--- config.mk ---
export PLATFORM = sky130hd
export DESIGN_NAME = axi_lite_cmd_master
export DESIGN_NICKNAME = d
export VERILOG_FILES = /design/src/rtl/axi_lite_cmd_master.sv
export SDC_FILE = /design/constraint.sdc
export NUM_CORES = 1
export LEC_CHECK = 0
export CAP_MARGIN = 20
export CORE_ASPECT_RATIO = 0.6
export CORE_MARGIN = 10
export CORE_UTILIZATION = 42
export CTS_CLUSTER_SIZE = 24
export DETAILED_ROUTE_END_ITERATION = 6
export PLACE_DENSITY = 0.88
export SETUP_SLACK_MARGIN = 0.3
export SLEW_MARGIN = 20
export SYNTH_ARGS = -nofsm -noshare
export SYNTH_HDL_FRONTEND = slang
export SYNTH_SLANG_ARGS = --single-unit
--- constraint.sdc ---
create_clock -name m_axi_aclk -period 3.9 [get_ports m_axi_aclk]
set_input_delay 0.39 -clock m_axi_aclk [delete_from_list [all_inputs] [get_ports m_axi_aclk]]
set_output_delay 0.39 -clock m_axi_aclk [all_outputs]
set_load 0.03 [all_outputs]
--- src/rtl/axi_lite_cmd_master.sv ---
// axi_lite_cmd_master
//   Turns single read/write commands into AXI4-Lite transactions, one at a
//   time, and reports each completion (or timeout) as a one-cycle pulse.
// Ports
//   m_axi_aclk, m_axi_areset      : clock, asynchronous active-high reset
//   cmd_valid/ready/write/addr/wdata/wstrb : command request side
//   m_axi_aw*/w*/b*/ar*/r*        : AXI4-Lite master channels
//   rsp_valid/rdata/resp/timeout  : completion report (rdata/resp held)
module axi_lite_cmd_master #(
    parameter int unsigned C_M_AXI_DATA_WIDTH = 32,
    parameter int unsigned C_M_AXI_ADDR_WIDTH = 8,
    parameter int unsigned TIMEOUT_CYCLES     = 255
) (
    input  logic                              m_axi_aclk,
    input  logic                              m_axi_areset,
    input  logic                              cmd_valid,
    output logic                              cmd_ready,
    input  logic                              cmd_write,
    input  logic [C_M_AXI_ADDR_WIDTH-1:0]     cmd_addr,
    input  logic [C_M_AXI_DATA_WIDTH-1:0]     cmd_wdata,
    input  logic [C_M_AXI_DATA_WIDTH/8-1:0]   cmd_wstrb,
    output logic [C_M_AXI_ADDR_WIDTH-1:0]     m_axi_awaddr,
    output logic                              m_axi_awvalid,
    input  logic                              m_axi_awready,
    output logic [C_M_AXI_DATA_WIDTH-1:0]     m_axi_wdata,
    output logic [C_M_AXI_DATA_WIDTH/8-1:0]   m_axi_wstrb,
    output logic                              m_axi_wvalid,
    input  logic                              m_axi_wready,
    input  logic [1:0]                        m_axi_bresp,
    input  logic                              m_axi_bvalid,
    output logic                              m_axi_bready,
    output logic [C_M_AXI_ADDR_WIDTH-1:0]     m_axi_araddr,
    output logic                              m_axi_arvalid,
    input  logic                              m_axi_arready,
    input  logic [C_M_AXI_DATA_WIDTH-1:0]     m_axi_rdata,
    input  logic [1:0]                        m_axi_rresp,
    input  logic                              m_axi_rvalid,
    output logic                              m_axi_rready,
    output logic                              rsp_valid,
    output logic [C_M_AXI_DATA_WIDTH-1:0]     rsp_rdata,
    output logic [1:0]                        rsp_resp,
    output logic                              rsp_timeout
);

    localparam int unsigned DW = C_M_AXI_DATA_WIDTH;
    localparam int unsigned AW = C_M_AXI_ADDR_WIDTH;
    localparam int unsigned SW = C_M_AXI_DATA_WIDTH / 8;
    localparam int unsigned TW = $clog2(TIMEOUT_CYCLES + 1);

    typedef enum logic [2:0] {IDLE, WRITE, WRESP, RADDR, RDATA} state_t;

    state_t          state_q, state_d;
    logic [TW-1:0]   tmo_cnt_q;
    logic            tmo_hit;
    logic            done;

    logic [AW-1:0]   awaddr_d, araddr_d;
    logic [DW-1:0]   wdata_d, rsp_rdata_d;
    logic [SW-1:0]   wstrb_d;
    logic            awvalid_d, wvalid_d, bready_d, arvalid_d, rready_d;
    logic            rsp_valid_d, rsp_timeout_d;
    logic [1:0]      rsp_resp_d;

    assign cmd_ready = (state_q == IDLE);

    // Last allowed cycle of an outstanding transaction
    assign tmo_hit = (state_q != IDLE) && (tmo_cnt_q == TW'(1));

    // Next-state and next-value of every registered output
    always_comb begin
        state_d       = state_q;
        awaddr_d      = m_axi_awaddr;
        wdata_d       = m_axi_wdata;
        wstrb_d       = m_axi_wstrb;
        araddr_d      = m_axi_araddr;
        awvalid_d     = m_axi_awvalid;
        wvalid_d      = m_axi_wvalid;
        bready_d      = m_axi_bready;
        arvalid_d     = m_axi_arvalid;
        rready_d      = m_axi_rready;
        rsp_valid_d   = 1'b0;
        rsp_rdata_d   = rsp_rdata;
        rsp_resp_d    = rsp_resp;
        rsp_timeout_d = rsp_timeout;
        done          = 1'b0;

        case (state_q)
            IDLE: begin
                if (cmd_valid) begin
                    rsp_timeout_d = 1'b0;
                    if (cmd_write) begin
                        awaddr_d  = cmd_addr;
                        wdata_d   = cmd_wdata;
                        wstrb_d   = cmd_wstrb;
                        awvalid_d = 1'b1;
                        wvalid_d  = 1'b1;
                        state_d   = WRITE;
                    end else begin
                        araddr_d  = cmd_addr;
                        arvalid_d = 1'b1;
                        state_d   = RADDR;
                    end
                end
            end
            WRITE: begin
                // AW and W retire independently; a retired valid stays low
                awvalid_d = m_axi_awvalid && !m_axi_awready;
                wvalid_d  = m_axi_wvalid && !m_axi_wready;
                if (!awvalid_d && !wvalid_d) begin
                    bready_d = 1'b1;
                    state_d  = WRESP;
                end
            end
            WRESP: begin
                if (m_axi_bvalid) begin
                    done        = 1'b1;
                    bready_d    = 1'b0;
                    rsp_valid_d = 1'b1;
                    rsp_rdata_d = '0;
                    rsp_resp_d  = m_axi_bresp;
                    state_d     = IDLE;
                end
            end
            RADDR: begin
                if (m_axi_arready) begin
                    arvalid_d = 1'b0;
                    rready_d  = 1'b1;
                    state_d   = RDATA;
                end
            end
            RDATA: begin
                if (m_axi_rvalid) begin
                    done        = 1'b1;
                    rready_d    = 1'b0;
                    rsp_valid_d = 1'b1;
                    rsp_rdata_d = m_axi_rdata;
                    rsp_resp_d  = m_axi_rresp;
                    state_d     = IDLE;
                end
            end
            default: state_d = IDLE;
        endcase

        // A completion on the final cycle wins over the timeout
        if (tmo_hit && !done) begin
            awvalid_d     = 1'b0;
            wvalid_d      = 1'b0;
            bready_d      = 1'b0;
            arvalid_d     = 1'b0;
            rready_d      = 1'b0;
            rsp_valid_d   = 1'b1;
            rsp_rdata_d   = '0;
            rsp_resp_d    = 2'b10;
            rsp_timeout_d = 1'b1;
            state_d       = IDLE;
        end
    end

    // State, timeout counter and output registers
    always_ff @(posedge m_axi_aclk or posedge m_axi_areset) begin
        if (m_axi_areset) begin
            state_q       <= IDLE;
            tmo_cnt_q     <= '0;
            m_axi_awaddr  <= '0;
            m_axi_wdata   <= '0;
            m_axi_wstrb   <= '0;
            m_axi_araddr  <= '0;
            m_axi_awvalid <= 1'b0;
            m_axi_wvalid  <= 1'b0;
            m_axi_bready  <= 1'b0;
            m_axi_arvalid <= 1'b0;
            m_axi_rready  <= 1'b0;
            rsp_valid     <= 1'b0;
            rsp_rdata     <= '0;
            rsp_resp      <= 2'b00;
            rsp_timeout   <= 1'b0;
        end else begin
            state_q       <= state_d;
            m_axi_awaddr  <= awaddr_d;
            m_axi_wdata   <= wdata_d;
            m_axi_wstrb   <= wstrb_d;
            m_axi_araddr  <= araddr_d;
            m_axi_awvalid <= awvalid_d;
            m_axi_wvalid  <= wvalid_d;
            m_axi_bready  <= bready_d;
            m_axi_arvalid <= arvalid_d;
            m_axi_rready  <= rready_d;
            rsp_valid     <= rsp_valid_d;
            rsp_rdata     <= rsp_rdata_d;
            rsp_resp      <= rsp_resp_d;
            rsp_timeout   <= rsp_timeout_d;
            if (state_q == IDLE) begin
                if (cmd_valid) begin
                    tmo_cnt_q <= TW'(TIMEOUT_CYCLES);
                end
            end else begin
                tmo_cnt_q <= tmo_cnt_q - TW'(1);
            end
        end
    end

endmodule

==> metrics <==
outcome completed; XOR/XNOR share of the synthesized area 0.206%; most frequently used flop master after synthesis sky130_fd_sc_hd__dfrtp_1; Max Transition Viols Final 0; syn nets 395; part of the power in the clock network 15.9%; number of levels in the clock H-tree 3; starting density of the core 43.1%; post-synth cell types 48; clock tree from TritonCTS done; Core Region 0.00988 mm²; Worst slew margin 47.4%; Max Cap Violations 0; most instantiated cells after synthesis sky130_fd_sc_hd__dfrtp_1 (104), sky130_fd_sc_hd__mux2_2 (53), sky130_fd_sc_hd__a32o_1 (32); Leakage Power 2.68 nW; Placement Rows 28; RSZ-0062 raised after global routing false; path class of the lowest-slack min-delay path register to register; IO buf count 182; synthesis-stage register bit count 104; die span in y 98.0 µm; Critical Path Fanout Max 15; Resized Gates After CTS 0; Critical Path, Cell by Cell or3_1, inv_2, clkdlybuf4s50_1; fraction of the mapped netlist area in simple logic gates 6.68%; setup repair bufs after CTS 0; Bufs on Longest Clock Path 2; Die X 150 µm; first-pass GRT wire length 19400 µm; number of top-level design ports 183; Layout area overhead 52.1%; total routing resource utilization after global routing 16.4%; biggest area consumer among synthesized cells sky130_fd_sc_hd__dfrtp_1; die area 0.0147 mm²; part of the total power dissipated in sequential elements 33.8%; switching component of the power 0.00219 W; delay of the slowest cell on the worst path 0.73 ns; fin crit share 70.1%; RePlAce Congestion 0.819; NumNets Final 570; setup slack at placement 1.13 ns; fraction of power consumed by combinational cells 50.4%; power per cell area 848 mW/mm²; wire length reported by the detailed router 12400 µm; post-synth design cell area 0.00425 mm²; Clock Latency Late Sink 0.33 ns; Vias/cell 5.26; maximum clock rate 0.366 GHz; worst-case vdd ir drop 0.536 mV; via count 3258; total CTS buffers 9; portion of synthesized cell area occupied by the leading cell type 61.2%; area fraction in compound gates after synthesis 12.5%; Total Negative Setup Slacks 0 ns; root cell of the clock tree sky130_fd_sc_hd__clkbuf_16; cells taking the most area after synthesis sky130_fd_sc_hd__dfrtp_1 (61%), sky130_fd_sc_hd__mux2_2 (14%), sky130_fd_sc_hd__a32o_1 (7.5%), sky130_fd_sc_hd__clkbuf_1 (1.6%), sky130_fd_sc_hd__buf_8 (1.1%); net switching fraction of the power 40.0%; setup slack of the worst register-to-register path 1.46 ns; cell with the biggest individual delay on the critical path sky130_fd_sc_hd__clkdlybuf4s50_1; adder-cell share of the synthesized area 0.588%; violation count after the first detailed-routing iteration 254; core occupancy in the finished layout 65.5%; Power Internal 0.00329 W; number of warnings reported in the yosys synthesis log 0; worst setup skew after layout 0.00377 ns; classification of the worst setup path register to primary output; largest net degree at the start of global routing 82; time the final worst path needs with I/O delays and setup 2.73 ns; Tightest Pin Transition 0.788 ns; critical path arrival 2.34 ns; remaining global-route overflow 0; DRC errors left 0; data required time of the critical path 3.51 ns; fin worst setup slack 1.17 ns; sort of element at the start of the critical path register; count leader, synth sky130_fd_sc_hd__dfrtp_1; initial antenna violation count 0; average size of a mapped cell 14.0 µm²; number of diodes added for antenna fixing 0; endpoint type of the worst setup path primary output; CTS sink cnt 104; Synth Instances 304; mux contribution to synthesized area 15.0%; EDFF count, synth 0; number of buffers added to fix hold violations after cts 0; portion of the post-synthesis area used by sequential elements 61.2%; combinational family with the most area after synthesis multiplexers; Wirelength per Cell 20.0 µm; post-detail-place hpwl 9210 µm; via count of the first global-routing pass 3475; final count of hold timing violations 0; router iterations before antenna repair 4; clock transition at the register clock pins on the worst setup and hold paths after CTS 0.07 ns; number of nets with antenna violations after detailed routing 0; share of async-settable or async-resettable flops after synthesis 100%; setup violators final 0; share of layout cells above drive strength 1 16.9%
worst paths after layout:
check	start	end	cells past startpoint
max in group asynchronous	m_axi_areset	m_axi_wstrb[3]	3
max reg2reg	state_q[0]	m_axi_araddr[4]	3
min	tmo_cnt_q[5]	tmo_cnt_q[5]	1
max	state_q[0]	cmd_ready	3
min in group asynchronous	m_axi_areset	m_axi_wdata[16]	2
min reg2reg	tmo_cnt_q[5]	tmo_cnt_q[5]	1
through the flow:
step / instance area [µm²] / power (W) / instances / hold slack, ns
floorplan: 4250 / 0.00341 / 304 / 0.441
global placement: 6180 / 0.00457 / 603 / 0.477
detailed placement: 6180 / 0.00465 / 603 / 0.480
CTS: 6460 / 0.00556 / 619 / 0.488
global route: 6470 / 0.00579 / 619 / 0.498
finish: 6470 / 0.00548 / 619 / 0.494
cell usage in the layout (no fill, tap or decap), types with 2 or more instances in the layout:
| master | n |
|---|---|
| sky130_fd_sc_hd__clkdlybuf4s50_1 | 182 |
| sky130_fd_sc_hd__dfrtp_1 | 104 |
| sky130_fd_sc_hd__mux2_2 | 53 |
| sky130_fd_sc_hd__a32o_1 | 32 |
| sky130_fd_sc_hd__nor2_1 | 10 |
| sky130_fd_sc_hd__clkbuf_16 | 9 |
| sky130_fd_sc_hd__inv_1 | 8 |
| sky130_fd_sc_hd__buf_4 | 5 |
| sky130_fd_sc_hd__nor2b_1 | 4 |
| sky130_fd_sc_hd__mux2i_1 | 4 |
| sky130_fd_sc_hd__nor3b_1 | 4 |
| sky130_fd_sc_hd__a21oi_1 | 4 |
| sky130_fd_sc_hd__o21ai_0 | 4 |
| sky130_fd_sc_hd__nand2_1 | 4 |
| sky130_fd_sc_hd__nor3_1 | 3 |
| sky130_fd_sc_hd__nand2b_1 | 3 |
| sky130_fd_sc_hd__a2bb2oi_1 | 3 |
| sky130_fd_sc_hd__clkinv_2 | 3 |
| sky130_fd_sc_hd__or3_1 | 2 |
| sky130_fd_sc_hd__or4_1 | 2 |
| sky130_fd_sc_hd__o31ai_1 | 2 |
| sky130_fd_sc_hd__a22oi_1 | 2 |
| sky130_fd_sc_hd__a21o_1 | 2 |
| sky130_fd_sc_hd__o221ai_1 | 2 |
| sky130_fd_sc_hd__ha_1 | 2 |
| sky130_fd_sc_hd__clkinvlp_4 | 2 |
logic make-up after synthesis:
kind of cell,Yosys count
DFF,104
xor gates and xnor gates,1
and+or+nand+nor,46
muxes,57
buffers and inverters,33
AOI/OAI and AO/OA,61
adders and majority gates,2
metal layers:
metal  wire, µm  part of all wire [%]  GRT usage, %
met5          0                     0             0
met4         67                  0.54          2.68
met3       1600                    13          9.22
met2       5480                    44          24.9
met1       5200                    42          20.1
state kept, by name (all words and copies together) (netlist names), 2 cells and up:
register      cells
state_q           3
tmo_cnt_q         8
rsp_resp          2
m_axi_awaddr      8
m_axi_araddr      8
rsp_rdata        32
m_axi_wdata      32
m_axi_wstrb       4
critical path: cells and delay by family (launching register included):
family,cells,cell delay [ns]
flops,1,0.56
buf+inv,2,0.92
simple gates,1,0.52
power by group through the flow:
stage | sequential (W) | clock (W) | combinational, W
global route | 0.00191 | 0.000947 | 0.00293
detailed placement | 0.00186 | 0 | 0.00279
CTS | 0.00185 | 0.000907 | 0.00280
floorplan | 0.00266 | 0 | 0.000750
global placement | 0.00183 | 0 | 0.00274
finish | 0.00185 | 0.000870 | 0.00276
layout make-up:
class | count | area [µm²]
repair buffers | 187 | 1860
clock buffers | 10 | 229
well taps | 135 | 169
fillers | 738 | 3410
multi-input cells | 167 | 1510
clock inverters | 6 | 60.1
flip-flops and latches | 104 | 2600
inverters | 10 | 42.5
Power figures use the tool's default switching activity.
